### src/rtl/vram_dma.sv
// vram_dma: block-transfer engine between the system bus and the 8 KB LCD VRAM.
// Ports: clk/reset (sync, active-low), ce (CPU-rate enable); CPU register window
// dma_cs/cpu_rwn/AB/dbus_in/dbus_out; cpu_halt; system bus sys_addr/sys_rdata/
// sys_wdata/sys_we; VRAM port vram_addr/vram_rdata/vram_wdata/vram_we; irq.
// Optional completion interrupt enabled by defining VRAM_DMA_IRQ_EN.
module vram_dma #(
  parameter int VRAM_AW   = 13,
  parameter int BLK_BYTES = 16
) (
  input  logic               clk,
  input  logic               reset,
  input  logic               ce,
  input  logic               dma_cs,
  input  logic               cpu_rwn,
  input  logic [5:0]         AB,
  input  logic [7:0]         dbus_in,
  output logic [7:0]         dbus_out,
  output logic               cpu_halt,
  output logic [15:0]        sys_addr,
  input  logic [7:0]         sys_rdata,
  output logic [7:0]         sys_wdata,
  output logic               sys_we,
  output logic [VRAM_AW-1:0] vram_addr,
  input  logic [7:0]         vram_rdata,
  output logic [7:0]         vram_wdata,
  output logic               vram_we,
  output logic               irq
);
  localparam int SW = $clog2(BLK_BYTES);
  localparam logic [VRAM_AW-1:0] V_ONE = 1;
  localparam logic [7+SW:0] R_ONE = 1;
  typedef enum logic [1:0] {IDLE, RD, WR} state_t;
  state_t state_q, state_d;
  logic [15:0] src_q, src_d, dst_q, dst_d;
  logic [7:0] len_q, len_d, data_q, data_d;
  logic [SW-1:0] sub_q, sub_d;
  logic dir_q, dir_d, halt_q, halt_d, we_q, we_d, reg_wr;
  // {len, sub} is the live remaining-byte count; all-zero at start means 256 blocks
  logic [7+SW:0] rem_dec;
  function automatic logic [15:0] vram_inc(input logic [15:0] p);
    vram_inc = p;
    vram_inc[VRAM_AW-1:0] = p[VRAM_AW-1:0] + V_ONE;
  endfunction
`ifdef VRAM_DMA_IRQ_EN
  logic irq_q, irq_d;
  assign irq = irq_q;
`else
  assign irq = 1'b0;
`endif
  always_comb begin
    state_d = state_q;
    src_d = src_q;
    dst_d = dst_q;
    len_d = len_q;
    sub_d = sub_q;
    dir_d = dir_q;
    data_d = data_q;
    halt_d = halt_q;
    we_d = we_q;
`ifdef VRAM_DMA_IRQ_EN
    irq_d = (ce && dma_cs && AB == 6'h0D) ? 1'b0 : irq_q;
`endif
    rem_dec = {len_q, sub_q} - R_ONE;
    reg_wr = ce && dma_cs && !cpu_rwn && state_q == IDLE;
    if (reg_wr) begin
      src_d[7:0] = AB == 6'h08 ? dbus_in : src_q[7:0];
      src_d[15:8] = AB == 6'h09 ? dbus_in : src_q[15:8];
      dst_d[7:0] = AB == 6'h0A ? dbus_in : dst_q[7:0];
      dst_d[15:8] = AB == 6'h0B ? dbus_in : dst_q[15:8];
      len_d = AB == 6'h0C ? dbus_in : len_q;
      if (AB == 6'h0D) begin
        dir_d = dbus_in[6];
        if (dbus_in[7]) begin
          state_d = RD;
          halt_d = 1'b1;
          sub_d = '0;
        end
      end
    end
    if (ce && state_q == RD) begin
      data_d = dir_q ? vram_rdata : sys_rdata;
      we_d = 1'b1;
      state_d = WR;
    end
    if (ce && state_q == WR) begin
      src_d = dir_q ? vram_inc(src_q) : src_q + 16'd1;
      dst_d = dir_q ? dst_q + 16'd1 : vram_inc(dst_q);
      {len_d, sub_d} = rem_dec;
      we_d = 1'b0;
      state_d = rem_dec == '0 ? IDLE : RD;
      halt_d = rem_dec != '0;
`ifdef VRAM_DMA_IRQ_EN
      irq_d = rem_dec == '0 ? 1'b1 : irq_d;
`endif
    end
  end
  always_ff @(posedge clk) begin
    if (!reset) begin
      state_q <= IDLE;
      src_q <= '0;
      dst_q <= '0;
      len_q <= '0;
      sub_q <= '0;
      dir_q <= 1'b0;
      data_q <= '0;
      halt_q <= 1'b0;
      we_q <= 1'b0;
`ifdef VRAM_DMA_IRQ_EN
      irq_q <= 1'b0;
`endif
    end else begin
      state_q <= state_d;
      src_q <= src_d;
      dst_q <= dst_d;
      len_q <= len_d;
      sub_q <= sub_d;
      dir_q <= dir_d;
      data_q <= data_d;
      halt_q <= halt_d;
      we_q <= we_d;
`ifdef VRAM_DMA_IRQ_EN
      irq_q <= irq_d;
`endif
    end
  end
  always_comb begin
    dbus_out = (!reset || !dma_cs) ? 8'h00 :
               AB == 6'h08 ? src_q[7:0] :
               AB == 6'h09 ? src_q[15:8] :
               AB == 6'h0A ? dst_q[7:0] :
               AB == 6'h0B ? dst_q[15:8] :
               AB == 6'h0C ? len_q :
               AB == 6'h0D ? {halt_q, dir_q, 6'b0} : 8'h00;
  end
  // source and destination roles of the two pointers swap with dir
  assign sys_addr = dir_q ? dst_q : src_q;
  assign vram_addr = dir_q ? src_q[VRAM_AW-1:0] : dst_q[VRAM_AW-1:0];
  assign cpu_halt = halt_q;
  assign vram_we = we_q & ~dir_q;
  assign sys_we = we_q & dir_q;
  assign vram_wdata = data_q;
  assign sys_wdata = data_q;
endmodule

### config.mk
export PLATFORM = sky130hd
export DESIGN_NAME = vram_dma
export DESIGN_NICKNAME = d
export VERILOG_FILES = /design/src/rtl/vram_dma.sv
export SDC_FILE = /design/constraint.sdc
export NUM_CORES = 1
export LEC_CHECK = 0
export BUFFER_PORTS_ARGS = -buffer_cell sky130_fd_sc_hd__buf_2
export CAP_MARGIN = 20
export CORE_AREA = 3 3 92 94
export DETAILED_ROUTE_END_ITERATION = 10
export DIE_AREA = 0 0 95 97
export GPL_ROUTABILITY_DRIVEN = 0
export PLACE_DENSITY = 0.79
export SLEW_MARGIN = 10
export SYNTH_ARGS = -nofsm -noshare
export SYNTH_HDL_FRONTEND = slang
export SYNTH_SLANG_ARGS = --single-unit
### constraint.sdc
create_clock -name clk -period 2.8 [get_ports clk]
set_clock_uncertainty 0.15 [all_clocks]
set_input_delay 0.28 -clock clk [delete_from_list [all_inputs] [get_ports clk]]
set_output_delay 0.28 -clock clk [all_outputs]
set_load 0.005 [all_outputs]
==> run_summary.xml <==
<?xml version="1.0" encoding="UTF-8"?>
<metrics>
  <group name="routing">
    <metric name="detailed_routing_iteration_count_for_the_pre_antenna_repair_pass" unit="">7</metric>
    <metric name="drt-total-wl" unit="mm">14.07</metric>
    <metric name="number_of_routed_nets_with_antenna_violations" unit="">0</metric>
    <metric name="via_per_inst" unit="">6.779</metric>
    <metric name="final_routed_wire_length_divided_by_cell_count" unit="um">19.82</metric>
    <metric name="detail_route.drc_violations" unit="">0</metric>
    <metric name="routed-via-count" unit="">4813</metric>
    <metric name="drt_first_iter_violations" unit="">534</metric>
  </group>
  <group name="synthesis">
    <metric name="synthesis.area_per_instance" unit="um^2">7.722</metric>
    <metric name="synth_top_area_cell" unit="">sky130_fd_sc_hd__dfxtp_1</metric>
    <metric name="netlist_top_cells_area" unit="">sky130_fd_sc_hd__dfxtp_1 27%, sky130_fd_sc_hd__mux2_2 6.7%, sky130_fd_sc_hd__a31oi_1 4.2%</metric>
    <metric name="postSynth.asyncResetShare" unit="%">0</metric>
    <metric name="yosys_warnings" unit="">0</metric>
    <metric name="netlist_instances" unit="">541</metric>
    <metric name="dominantRegCellSynth" unit="">sky130_fd_sc_hd__dfxtp_1</metric>
    <metric name="synth_enable_flop_cells" unit="">0</metric>
    <metric name="yosys.area.top_type_share" unit="%">27.31</metric>
    <metric name="synthesis.area" unit="um^2">4178</metric>
    <metric name="synth.net_count" unit="">580</metric>
    <metric name="synth_cell_types" unit="">64</metric>
    <metric name="synth-seq-area-share" unit="%">27.31</metric>
    <metric name="total_of_flip_flops_plus_latches_after_synthesis" unit="">57</metric>
  </group>
  <group name="placement">
    <metric name="detailedPlacementHpwl" unit="mm">10.22</metric>
    <metric name="post-place-ws" unit="ns">0.3831</metric>
    <metric name="portBuffers" unit="">90</metric>
    <metric name="placed_cells" unit="">694</metric>
  </group>
  <group name="floorplanning">
    <metric name="number_of_standard_cell_rows_in_the_floorplan" unit="">32</metric>
    <metric name="die_width" unit="um">95</metric>
    <metric name="die_area" unit="um^2">9215</metric>
    <metric name="floorplan.core_area" unit="um^2">7727</metric>
    <metric name="ioPinCount" unit="">92</metric>
    <metric name="dieHeight" unit="um">97</metric>
    <metric name="start_util" unit="%">54.06</metric>
  </group>
  <group name="clock_network">
    <metric name="ctsRootBufferMaster" unit="">sky130_fd_sc_hd__clkbuf_8</metric>
    <metric name="cts_max_path_buffers" unit="">2</metric>
    <metric name="post_cts.repair.setup_buffers" unit="">0</metric>
    <metric name="cts_sinks" unit="">57</metric>
    <metric name="cts.repair.resized" unit="">0</metric>
    <metric name="clk_latency" unit="ns">0.35</metric>
    <metric name="cts-buffers-inserted" unit="">9</metric>
    <metric name="cts.clk_slew.worst_paths" unit="ns">0.07</metric>
    <metric name="cts_hold_buf" unit="">0</metric>
    <metric name="cts_htree_levels" unit="">3</metric>
    <metric name="clock_tree_from_tritoncts" unit="">yes</metric>
  </group>
  <group name="global_route">
    <metric name="largest_net_degree_at_the_start_of_global_routing" unit="">25</metric>
    <metric name="number_of_global_route_vias_before_repair" unit="">4192</metric>
    <metric name="antenna_found_initial" unit="">0</metric>
    <metric name="gr-total-overflow" unit="">0</metric>
    <metric name="grt_util_all_layers" unit="%">29.94</metric>
    <metric name="first_pass_grt_wire_length" unit="mm">21.76</metric>
  </group>
  <group name="timing">
    <metric name="finalSetupTns" unit="ns">0</metric>
    <metric name="timing.fmax" unit="GHz">0.3992</metric>
    <metric name="slew_headroom" unit="%">57.76</metric>
    <metric name="finalHoldViolations" unit="">0</metric>
    <metric name="final_max_slew_viol_count" unit="">0</metric>
    <metric name="grt_setup_unrepaired" unit="">no</metric>
    <metric name="finalCritPeriodShare" unit="%">89.45</metric>
    <metric name="setup-violations-final" unit="">0</metric>
    <metric name="timing_worst_slew_pin_value" unit="ns">0.6336</metric>
    <metric name="final_critical_path_setup_slack" unit="ns">0.2953</metric>
    <metric name="finalWorstPathRequiredPeriod" unit="ns">2.505</metric>
  </group>
  <group name="critical_path">
    <metric name="critical-path-top-cell-by-count" unit="">sky130_fd_sc_hd__buf_2</metric>
    <metric name="cp.buffers_inverters" unit="">2</metric>
    <metric name="timing.critical_path.from_type" unit="">input port</metric>
    <metric name="worst_path_largest_cell_delay" unit="ns">0.72</metric>
    <metric name="cp_slowest_cell" unit="">sky130_fd_sc_hd__or4b_1</metric>
    <metric name="critPathTopFamily" unit="">simple AND/OR/NAND/NOR gates</metric>
    <metric name="crit_fanout" unit="">11</metric>
    <metric name="worst_endpoint_required_time" unit="ns">2.37</metric>
    <metric name="critPathCaptureType" unit="">output pin</metric>
    <metric name="worstPathArrival" unit="ns">2.07</metric>
    <metric name="worstSetupPathType" unit="">input port to output pin</metric>
    <metric name="series_of_cell_instances_along_the_critical_path" unit="">buf_2, or4b_1, nor3_1, o22ai_1, a31oi_1, buf_2</metric>
  </group>
  <group name="pwr">
    <metric name="power_leakage" unit="nW">1.811</metric>
    <metric name="report.power.total" unit="W">0.001742</metric>
    <metric name="powerDensity" unit="nW/um^2">362.1</metric>
    <metric name="ir_worst_vdd" unit="mV">0.2425</metric>
  </group>
  <group name="layout">
    <metric name="layout_common_cells" unit="">90 x sky130_fd_sc_hd__buf_2, 56 x sky130_fd_sc_hd__dfxtp_1, 42 x sky130_fd_sc_hd__nand2_1</metric>
    <metric name="finish.cell_count_without_fillers" unit="">710</metric>
    <metric name="drive_above_1_share" unit="%">26.64</metric>
    <metric name="final_common_cell" unit="">sky130_fd_sc_hd__buf_2</metric>
    <metric name="design.final.nets" unit="">642</metric>
    <metric name="area_delta_synth_final" unit="%">15.15</metric>
    <metric name="antenna-diode-count" unit="">0</metric>
  </group>
  <group name="status">
    <metric name="status" unit="">finished, final reports clean</metric>
  </group>
  <group name="run">
    <metric name="maxCapViolCount" unit="">0</metric>
  </group>
  <group name="hold_path">
    <metric name="hold_path.class" unit="">input port to flip-flop</metric>
  </group>
</metrics>
## synthesized netlist by cell type (5+ instances only)
master                     count
sky130_fd_sc_hd__nor2_1       32
sky130_fd_sc_hd__buf_4         9
sky130_fd_sc_hd__mux2_2       25
sky130_fd_sc_hd__nor3_1       25
sky130_fd_sc_hd__a21oi_1      21
sky130_fd_sc_hd__and4_1        9
sky130_fd_sc_hd__mux2i_1      12
sky130_fd_sc_hd__nor2b_1       6
sky130_fd_sc_hd__and2_1        6
sky130_fd_sc_hd__o21ai_0      31
sky130_fd_sc_hd__nand4_1      17
sky130_fd_sc_hd__o22ai_1       8
sky130_fd_sc_hd__o221ai_1      5
sky130_fd_sc_hd__dfxtp_1      57
sky130_fd_sc_hd__or3_1         9
sky130_fd_sc_hd__inv_1        16
sky130_fd_sc_hd__a31oi_1      28
sky130_fd_sc_hd__a311oi_1      5
sky130_fd_sc_hd__nor4_1        7
sky130_fd_sc_hd__nand2_1      42
sky130_fd_sc_hd__nand3_1      28
sky130_fd_sc_hd__o211ai_1      5
sky130_fd_sc_hd__clkbuf_1     37
sky130_fd_sc_hd__a211oi_1     16
## cell families (layout without fill, tap and decap cells)
logic type	count (synthesis)	count (layout)	synth area share, %
other cells	1	1	0.08976
flops	57	57	27.31
simple gates	219	219	29.92
mux	37	37	9.614
compound gates	151	151	23.96
buf+inv	69	136	7.277
xor+xnor	3	3	0.6290
fa+ha+maj	4	4	1.198
## worst paths after layout
path	to	slack, ns	cells past startpoint	startpoint
max reg2reg	src_q[12]$_SDFFE_PN0P_	0.48	5	src_q[0]$_SDFFE_PN0P_
min reg2reg	sys_wdata[1]$_SDFFE_PN0P_	0.36	2	sys_wdata[1]$_SDFFE_PN0P_
min	dst_q[1]$_SDFFE_PN0P_	0.08	3	dbus_in[1]
max	dbus_out[0]	0.30	6	AB[5]
## per-layer routing
layer  wire (um)  up-vias  GRT usage [%]  part of all wire (%)
li1            -     2184              -                     -
met1        5356     2159          39.21                    38
met2        6238      400          45.34                    44
met3        1808       70          6.454                    13
met4         667        0          16.09                   4.7
met5           0        -              0                     0
## worst register-to-register path: stages (launching register included)
cell                      delay [ns]
sky130_fd_sc_hd__dfxtp_1        0.56
sky130_fd_sc_hd__ha_1           0.31
sky130_fd_sc_hd__nand4_1        0.21
sky130_fd_sc_hd__or4_1          0.54
sky130_fd_sc_hd__or3_1          0.34
sky130_fd_sc_hd__a31oi_1        0.15
## registers in the layout (all words and copies together), names as in the netlist
name and flops:
sys_wdata 8, sub_q 4, state_q 2, src_q 16
dir_q 1, we_q 1, dst_q 16, len_q 8
cpu_halt 1
## metrics by stage
step / area [um^2] / hold WS [ns] / utilization, %
2_1_floorplan: 4178 / 0.2772 / -
3_3_place_gp: 4614 / 0.3432 / 59.71
3_5_place_dp: 4614 / 0.3576 / 59.71
4_1_cts: 4811 / 0.06888 / 62.26
5_1_grt: 4811 / 0.09227 / 62.26
6_report: 4811 / 0.08399 / 62.26
## report_power, final
| part | leakage (nW) | switching, W | total, W | internal, W |
|---|---|---|---|---|
| registers | 0.459 | 0.00000216 | 0.000813 | 0.000811 |
| logic | 1.26 | 0.0000867 | 0.000130 | 0.0000428 |
| clock network | 0.0953 | 0.000367 | 0.000799 | 0.000432 |
| total | 1.81 | 0.000456 | 0.00174 | 0.00129 |
## cell type report
| cell class | count | area [um^2] |
|---|---|---|
| Fill cell | 699 | 2917 |
| Timing Repair Buffer | 103 | 548.0 |
| Clock buffer | 11 | 141.4 |
| Inverter | 17 | 63.81 |
| Tap cell | 102 | 127.6 |
| Sequential cell | 57 | 1142 |
| Clock inverter | 5 | 55.05 |
| Multi-Input combinational cell | 415 | 2733 |
Note: power is estimated with default switching activity, not from simulation.
